$ cat src/rtl/wb_pkg.sv
// ---------------------------------------------------------------------------
// wb_pkg
// Shared definitions for the write-back unit (wb_unit) and its queue
// (wb_fifo).
//   ADDR_W     : register file address width
//   DATA_W     : register file data width
//   wb_entry_t : one pending register write {adr, data}
//   is_r0()    : true for the hard-wired zero register, which is never written
// ---------------------------------------------------------------------------
package wb_pkg;

  localparam int ADDR_W = 5;
  localparam int DATA_W = 32;

  typedef struct packed {
    logic [ADDR_W-1:0] adr;
    logic [DATA_W-1:0] data;
  } wb_entry_t;

  function automatic logic is_r0(input logic [ADDR_W-1:0] adr);
    return (adr == '0);
  endfunction

endpackage

$ cat src/rtl/wb_fifo.sv
// ---------------------------------------------------------------------------
// wb_fifo
// DEPTH-entry in-order circular buffer of pending register writes.
// Two ordered write ports (a is older than b) and one pop port. Pointers are
// PW bits wide, so they wrap modulo DEPTH for free (DEPTH is a power of two).
//
// Ports
//   clk, rst_n         : clock, asynchronous active-low reset
//   push_a, entry_a    : older push; written at the tail
//   push_b, entry_b    : younger push; written after entry_a when both fire
//   pop                : drop the head entry (caller guarantees count > 0)
//   head_entry         : entry at the head pointer
//   head               : head pointer, for age-ordered scans by the caller
//   count              : number of valid entries (0..DEPTH)
//   entries            : raw storage array, valid slots are head..head+count-1
//
// The caller's ready logic guarantees pushes never exceed free space, so no
// overflow guard is kept here.
// ---------------------------------------------------------------------------
module wb_fifo
  import wb_pkg::*;
#(
  parameter  int DEPTH = 4,
  localparam int PW    = $clog2(DEPTH),
  localparam int CW    = PW + 1
) (
  input  logic            clk,
  input  logic            rst_n,
  input  logic            push_a,
  input  wb_entry_t       entry_a,
  input  logic            push_b,
  input  wb_entry_t       entry_b,
  input  logic            pop,
  output wb_entry_t       head_entry,
  output logic [PW-1:0]   head,
  output logic [CW-1:0]   count,
  output wb_entry_t       entries [DEPTH]
);

  wb_entry_t       mem_q [DEPTH];
  logic [PW-1:0]   head_q;
  logic [PW-1:0]   tail_q;
  logic [CW-1:0]   count_q;

  always_ff @(posedge clk or negedge rst_n) begin
    if (!rst_n) begin
      head_q  <= '0;
      tail_q  <= '0;
      count_q <= '0;
    end else begin
      if (pop) begin
        head_q <= head_q + PW'(1);
      end
      tail_q  <= tail_q + PW'(push_a) + PW'(push_b);
      count_q <= count_q + CW'(push_a) + CW'(push_b) - CW'(pop);
    end
  end

  // Storage is data only; slot validity is implied by head/count, so the
  // array needs no reset and stale contents are simply ignored.
  always_ff @(posedge clk) begin
    if (push_a) begin
      mem_q[tail_q] <= entry_a;
    end
    if (push_b) begin
      mem_q[push_a ? (tail_q + PW'(1)) : tail_q] <= entry_b;
    end
  end

  assign head_entry = mem_q[head_q];
  assign head       = head_q;
  assign count      = count_q;
  assign entries    = mem_q;

endmodule

$ cat src/rtl/wb_unit.sv
// ---------------------------------------------------------------------------
// wb_unit
// Write-back unit driving the register file write port. Accepts ALU and load
// results over valid/ready handshakes, queues them in order (wb_fifo) and
// retires one write per cycle through a registered output stage. Reports
// pending writes against two decode read addresses for hazard stalls.
//
// Build option: define WB_FWD_EN to add the forwarding outputs
// FwdHit1/FwdHit2 and Fwd1/Fwd2 (data of the youngest pending write).
//
// Ports
//   Clk, Rst_n                   : clock, asynchronous active-low reset
//   AluValid/AluReady/AluAdr/AluData : ALU result handshake
//   MemValid/MemReady/MemAdr/MemData : load result handshake
//   Awr, Din, WrEn               : registered register file write port
//   Ard1, Ard2                   : decode read addresses
//   Busy1, Busy2                 : a write to Ard1/Ard2 is pending (comb.)
//   FwdHit1/2, Fwd1/2            : (WB_FWD_EN only) forwarding hit and data
// ---------------------------------------------------------------------------
module wb_unit
  import wb_pkg::*;
#(
  parameter int DEPTH = 4
) (
  input  logic              Clk,
  input  logic              Rst_n,
  input  logic              AluValid,
  output logic              AluReady,
  input  logic [ADDR_W-1:0] AluAdr,
  input  logic [DATA_W-1:0] AluData,
  input  logic              MemValid,
  output logic              MemReady,
  input  logic [ADDR_W-1:0] MemAdr,
  input  logic [DATA_W-1:0] MemData,
  output logic [ADDR_W-1:0] Awr,
  output logic [DATA_W-1:0] Din,
  output logic              WrEn,
  input  logic [ADDR_W-1:0] Ard1,
  input  logic [ADDR_W-1:0] Ard2,
  output logic              Busy1,
  output logic              Busy2
`ifdef WB_FWD_EN
  ,
  output logic              FwdHit1,
  output logic              FwdHit2,
  output logic [DATA_W-1:0] Fwd1,
  output logic [DATA_W-1:0] Fwd2
`endif
);

  localparam int PW = $clog2(DEPTH);
  localparam int CW = PW + 1;

  logic [CW-1:0]  count;
  logic [PW-1:0]  head;
  logic [CW-1:0]  free;
  wb_entry_t      head_entry;
  wb_entry_t      entries [DEPTH];

  logic           mem_acc;
  logic           alu_acc;
  logic           push_mem;
  logic           push_alu;
  logic           push_a;
  logic           push_b;
  wb_entry_t      entry_a;
  wb_entry_t      entry_b;
  logic           pop;

  logic              vld_p1;
  logic [ADDR_W-1:0] adr_p1;
  logic [DATA_W-1:0] data_p1;

  // ---- p0: handshake and enqueue ----

  // A pop happens every cycle the queue is non-empty, so the slot being
  // vacated this cycle is already counted as free.
  always_comb begin
    free = CW'(DEPTH) - count + CW'(count != '0);
  end

  // MEM has priority for the last free slot; neither ready looks at its own
  // valid, only the ALU ready looks at MemValid.
  always_comb begin
    MemReady = Rst_n && (free != '0);
    AluReady = Rst_n && ((free >= CW'(2)) || ((free != '0) && !MemValid));
  end

  // Handshakes to r0 complete but leave nothing in the queue.
  always_comb begin
    mem_acc  = MemValid && MemReady;
    alu_acc  = AluValid && AluReady;
    push_mem = mem_acc && !is_r0(MemAdr);
    push_alu = alu_acc && !is_r0(AluAdr);
  end

  // Compact the two sources onto the ordered fifo ports: MEM is always the
  // older entry when both are written in the same cycle.
  always_comb begin
    push_a  = push_mem || push_alu;
    push_b  = push_mem && push_alu;
    entry_a = push_mem ? wb_entry_t'{adr: MemAdr, data: MemData}
                       : wb_entry_t'{adr: AluAdr, data: AluData};
    entry_b = wb_entry_t'{adr: AluAdr, data: AluData};
    pop     = (count != '0);
  end

  wb_fifo #(
    .DEPTH (DEPTH)
  ) u_fifo (
    .clk        (Clk),
    .rst_n      (Rst_n),
    .push_a     (push_a),
    .entry_a    (entry_a),
    .push_b     (push_b),
    .entry_b    (entry_b),
    .pop        (pop),
    .head_entry (head_entry),
    .head       (head),
    .count      (count),
    .entries    (entries)
  );

  // ---- p1: register file write stage ----

  // Address and data hold their last value when idle, hence no else-clear.
  always_ff @(posedge Clk or negedge Rst_n) begin
    if (!Rst_n) begin
      vld_p1  <= 1'b0;
      adr_p1  <= '0;
      data_p1 <= '0;
    end else begin
      vld_p1 <= pop;
      if (pop) begin
        adr_p1  <= head_entry.adr;
        data_p1 <= head_entry.data;
      end
    end
  end

  assign WrEn = vld_p1;
  assign Awr  = adr_p1;
  assign Din  = data_p1;

  // ---- hazard probes ----

  // Pending if the output stage or any valid queue slot targets ard.
  function automatic logic probe_hit(input logic [ADDR_W-1:0] ard);
    logic hit;
    hit = vld_p1 && (adr_p1 == ard);
    for (int k = 0; k < DEPTH; k++) begin
      if ((CW'(k) < count) && (entries[head + PW'(k)].adr == ard)) begin
        hit = 1'b1;
      end
    end
    return hit && !is_r0(ard);
  endfunction

  always_comb begin
    Busy1 = probe_hit(Ard1);
    Busy2 = probe_hit(Ard2);
  end

`ifdef WB_FWD_EN
  // Scan oldest to youngest (output stage, then queue head to tail) so the
  // last match, i.e. the youngest write, is the one that sticks.
  function automatic logic [DATA_W-1:0] probe_data(input logic [ADDR_W-1:0] ard);
    logic [DATA_W-1:0] d;
    d = '0;
    if (vld_p1 && (adr_p1 == ard)) begin
      d = data_p1;
    end
    for (int k = 0; k < DEPTH; k++) begin
      if ((CW'(k) < count) && (entries[head + PW'(k)].adr == ard)) begin
        d = entries[head + PW'(k)].data;
      end
    end
    if (is_r0(ard)) begin
      d = '0;
    end
    return d;
  endfunction

  always_comb begin
    FwdHit1 = Busy1;
    FwdHit2 = Busy2;
    Fwd1    = probe_data(Ard1);
    Fwd2    = probe_data(Ard2);
  end
`else
  // Queue data is only read through the head port in this build; fold the
  // rest into a sink so the unused storage bits are accounted for.
  logic entries_data_unused;
  always_comb begin
    entries_data_unused = 1'b0;
    for (int k = 0; k < DEPTH; k++) begin
      entries_data_unused = entries_data_unused ^ (^entries[k].data);
    end
  end
`endif

endmodule
$ cat config.mk
export PLATFORM = sky130hd
export DESIGN_NAME = wb_unit
export DESIGN_NICKNAME = d
export VERILOG_FILES = /design/src/rtl/wb_pkg.sv /design/src/rtl/wb_fifo.sv /design/src/rtl/wb_unit.sv
export SDC_FILE = /design/constraint.sdc
export NUM_CORES = 1
export LEC_CHECK = 0
export BUFFER_PORTS_ARGS = -buffer_cell sky130_fd_sc_hd__buf_2
export CAP_MARGIN = 20
export CORE_UTILIZATION = 52
export DETAILED_ROUTE_END_ITERATION = 7
export PLACE_DENSITY = 0.78
export REMOVE_ABC_BUFFERS = 1
export SLEW_MARGIN = 20
export SYNTH_ARGS = -nofsm -noshare
export SYNTH_HDL_FRONTEND = slang
export SYNTH_SLANG_ARGS = --single-unit
$ cat constraint.sdc
create_clock -name Clk -period 2.4 [get_ports Clk]
set_input_delay 0.24 -clock Clk [delete_from_list [all_inputs] [get_ports Clk]]
set_output_delay 0.24 -clock Clk [all_outputs]
set_load 0.005 [all_outputs]
==> run metrics <==
worst slew pin tran=about 0.73 ns; RSZ-0062 raised after global routing=yes; vias in the first global route=roughly 8600; Pre-Repair DR Iteration Count=5; R2R depth=10; simple-gate share of the synthesized area=7.72%; slew margin rel.=51.6%; via count=between 8000 and 9000; Min Clock Period, post-route=2.80 ns; period utilization=117%; final setup violation count=33; Std-Cell Rows=48; Lkg Pwr=0.00498 µW; Peak supply drop=0.899 mV; gr ovfl total=0; adder-cell share of the synthesized area=around 1.6%; first-pass GRT wire length=roughly 44 mm; Reg clk slew, reported paths=0.07 ns; Synth Register Bits=approximately 190; post-synth top area cell=dfxtp_1; number of antenna-violating nets in the routed design=0; CTS Buf Count=17; design area=approximately 12000 µm²; Worst Hold Class=in2reg; area grow syn2layout=26.7%; Port Buffer Count=129; status=finished, violations left; worst r2r src=u_fifo.count[1]$_DFF_PN0_; Synth top area share=31.5%; Synth Area in XOR/XNOR=between 5 and 6%; filler instances=1285; crit path kind=reg2out; Worst setup SP type=flop; asr flop ratio synth=23.3%; crit-path max cell delay=0.55 ns; Synth Area in Compound Gates=24.8%; Starting Density=53.9%; flop2flop setup slack=-0.05 ns; Register Area=~4100 µm²; maximum clock rate=357 MHz; detailed-route wire length=around 30 mm; Most used DFF post-synth=dfxtp_1; buffer depth of the longest clock path=2; core area=17500 µm²; pre-CTS setup slack=-0.0768 ns; Fin. Hold Viols=0; largest net degree at the start of global routing=approximately 40; Max-Cap Viols=0; final net count=1126; Placer Congestion=0.911; required time of the critical path=2.16 ns; clk sinks=about 190; layout cell share with drive strength beyond 1=35.4%; largest fanout on the critical path=8; WHS=0.0916 ns; largest family of logic cells by synthesized area=compound AO/OA/AOI/OAI gates; Hold Path Origin=AluData[6]; Initial DRC Count=741; CTS root buffer=clkbuf_16; final worst-path setup slack=-0.399 ns; wire length per cell=23.7 µm; CP endpoint=Busy2; HPWL Detailed=18.0 mm; power density cells=1530 nW/µm²; syn avg cell area=10.6 µm²; CP dominant cell by count=buf_6; CP arrival=2.56 ns; register area share after synthesis=43.4%; dpl cell area=about 11000 µm²; initial antenna violation count=5; RR Endpoint=u_fifo.entries[133]$_DFF_P_; CTS tree=done; CTS H-tree lvls=4; Syn Inst Count=around 900; EDFF count, synth=0; Netlist Area Pre-Place=9420 µm²; violated checks=negative setup slack; die height=137 µm; crit path launch=u_fifo.head[0]$_DFFE_PN0P_; die width=137 µm; Crit. End Element=output port; Max Slew Vio Count=0; worst-skew pair later-pin latency=0.44 ns; Total Neg Setup Slack=-1.40 ns; die area=18700 µm²; mux cell area share after synthesis=13.0%; I/O pins=130; Synth area leaders=dfxtp_1, a2bb2oi_1, mux4_2; clock skew=approximately 0.012 ns; area occupied by multi-input gates=about 5300 µm²; critical-path cell list=buf_6, buf_6, mux4_2, xor2_1, nor3_2, a311oi_1, a21oi_1, buf_2; via-per-instance ratio=6.77; Synth Warn #=0; Tot GR Track Use=31.3%; synth unique cells=45; CP max-delay cell=mux4_2; Residual DRC=0
## power by group
group          internal (µW)  leakage (µW)  switching (µW)
Clock                   1650      0.000293            1260
Combinational           4830       0.00293            4470
Sequential              4980       0.00176            1080
Total                  11500       0.00498            6800
## placed cells by master (no fill, tap or decap), types with 3 or more instances in the layout
cell	Yosys	final
o2bb2a_1	4	3
nor4_1	9	6
a2bb2oi_1	140	106
xnor2_1	26	19
buf_12	0	20
clkbuf_1	43	3
inv_2	1	3
nor4_2	0	3
and3_1	5	3
dfrtp_1	45	43
nor3_2	0	4
buf_6	1	7
a21oi_4	0	3
o21ai_0	4	4
clkinv_2	0	4
xnor2_2	0	7
nor2_1	5	3
nand2_1	121	121
clkbuf_16	0	20
or4_1	4	3
ha_1	7	6
bufinv_16	0	3
nand3_2	0	4
nand4_1	4	4
a2bb2oi_2	0	34
o22ai_1	144	144
mux4_2	52	52
diode_2	0	4
a21oi_1	3	3
buf_4	0	46
inv_1	9	7
xor2_1	29	29
buf_2	35	129
inv_6	0	4
dfxtp_1	148	148
mux2i_1	3	3
## registers in the layout (all words and copies together), names as in the netlist
signal / count
Awr: 5
u_fifo.head: 2
u_fifo.entries: 148
u_fifo.count: 3
u_fifo.tail_q: 2
Din: 32
WrEn: 1
## Yosys cell counts (all sizes together) (5+ instances only)
cell / count
dfxtp: 148
o22ai: 144
a2bb2oi: 140
nand2: 121
mux4: 52
dfrtp: 45
clkbuf: 43
buf: 41
xor2: 29
xnor2: 26
inv: 10
nor4: 9
ha: 7
a21oi: 6
and3: 6
nor3: 6
nor2: 5
o21ai: 5
## metal layers
metal | GRT usage (%) | share of wire, %
met3 | 5.37 | 7.9
met1 | 37.4 | 39
met4 | 15.4 | 3.4
met2 | 54.3 | 50
met5 | 0 | 0
## cell type report
class                   count  area share, %
repair buffers            207           13.2
flip-flops and latches    193           34.3
well taps                 225           2.36
multi-input cells         599           44.8
diodes                      4         0.0839
inverters                  10          0.315
clock inverters            12           1.29
clock buffers              20           3.66
## metrics by stage
stage	util, %	instances	power [µW]
after floorplan	-	802	11700
after global placement	61.5	1220	14000
after detailed placement	61.5	1220	14400
after CTS	65.6	1259	17500
after global routing	68.2	1268	19300
final	68.3	1270	18300
## cell families after synthesis
| group | Yosys count |
|---|---|
| AO/OA/AOI/OAI | 310 |
| XOR/XNOR | 55 |
| adder cells (fa/ha/maj) | 10 |
| buffers and inverters | 94 |
| flip-flops | 193 |
| multiplexers | 57 |
| other | 1 |
| AND/OR/NAND/NOR | 166 |
## how the worst min path moves through the flow
stage,endpoint,cells past startpoint
6_report,u_fifo.entries[117]$_DFF_P_,2
4_1_cts,u_fifo.entries[90]$_DFF_P_,2
5_1_grt,u_fifo.entries[117]$_DFF_P_,2
2_1_floorplan,Awr[0]$_DFFE_PN0P_,0
3_5_place_dp,u_fifo.tail_q[0]$_DFF_PN0_,2
3_3_place_gp,u_fifo.tail_q[0]$_DFF_PN0_,2
## critical path: cells and delay by family, from the launching register on
family	cells	cell delay, ns
AOI/OAI and AO/OA	2	0.36
buffers and inverters	3	0.38
muxes	1	0.55
DFF	1	0.51
xor gates and xnor gates	1	0.25
and+or+nand+nor	1	0.07
## repair_timing
item,4_1_cts,5_1_grt
setup endpoints to repair,64,150
gates cloned,0,4
hold buffers,1,0
setup buffers,6,3
resized for setup,13,65
hold endpoints to repair,45,0
pin swaps,7,15
Note: power is estimated with default switching activity, not from simulation.
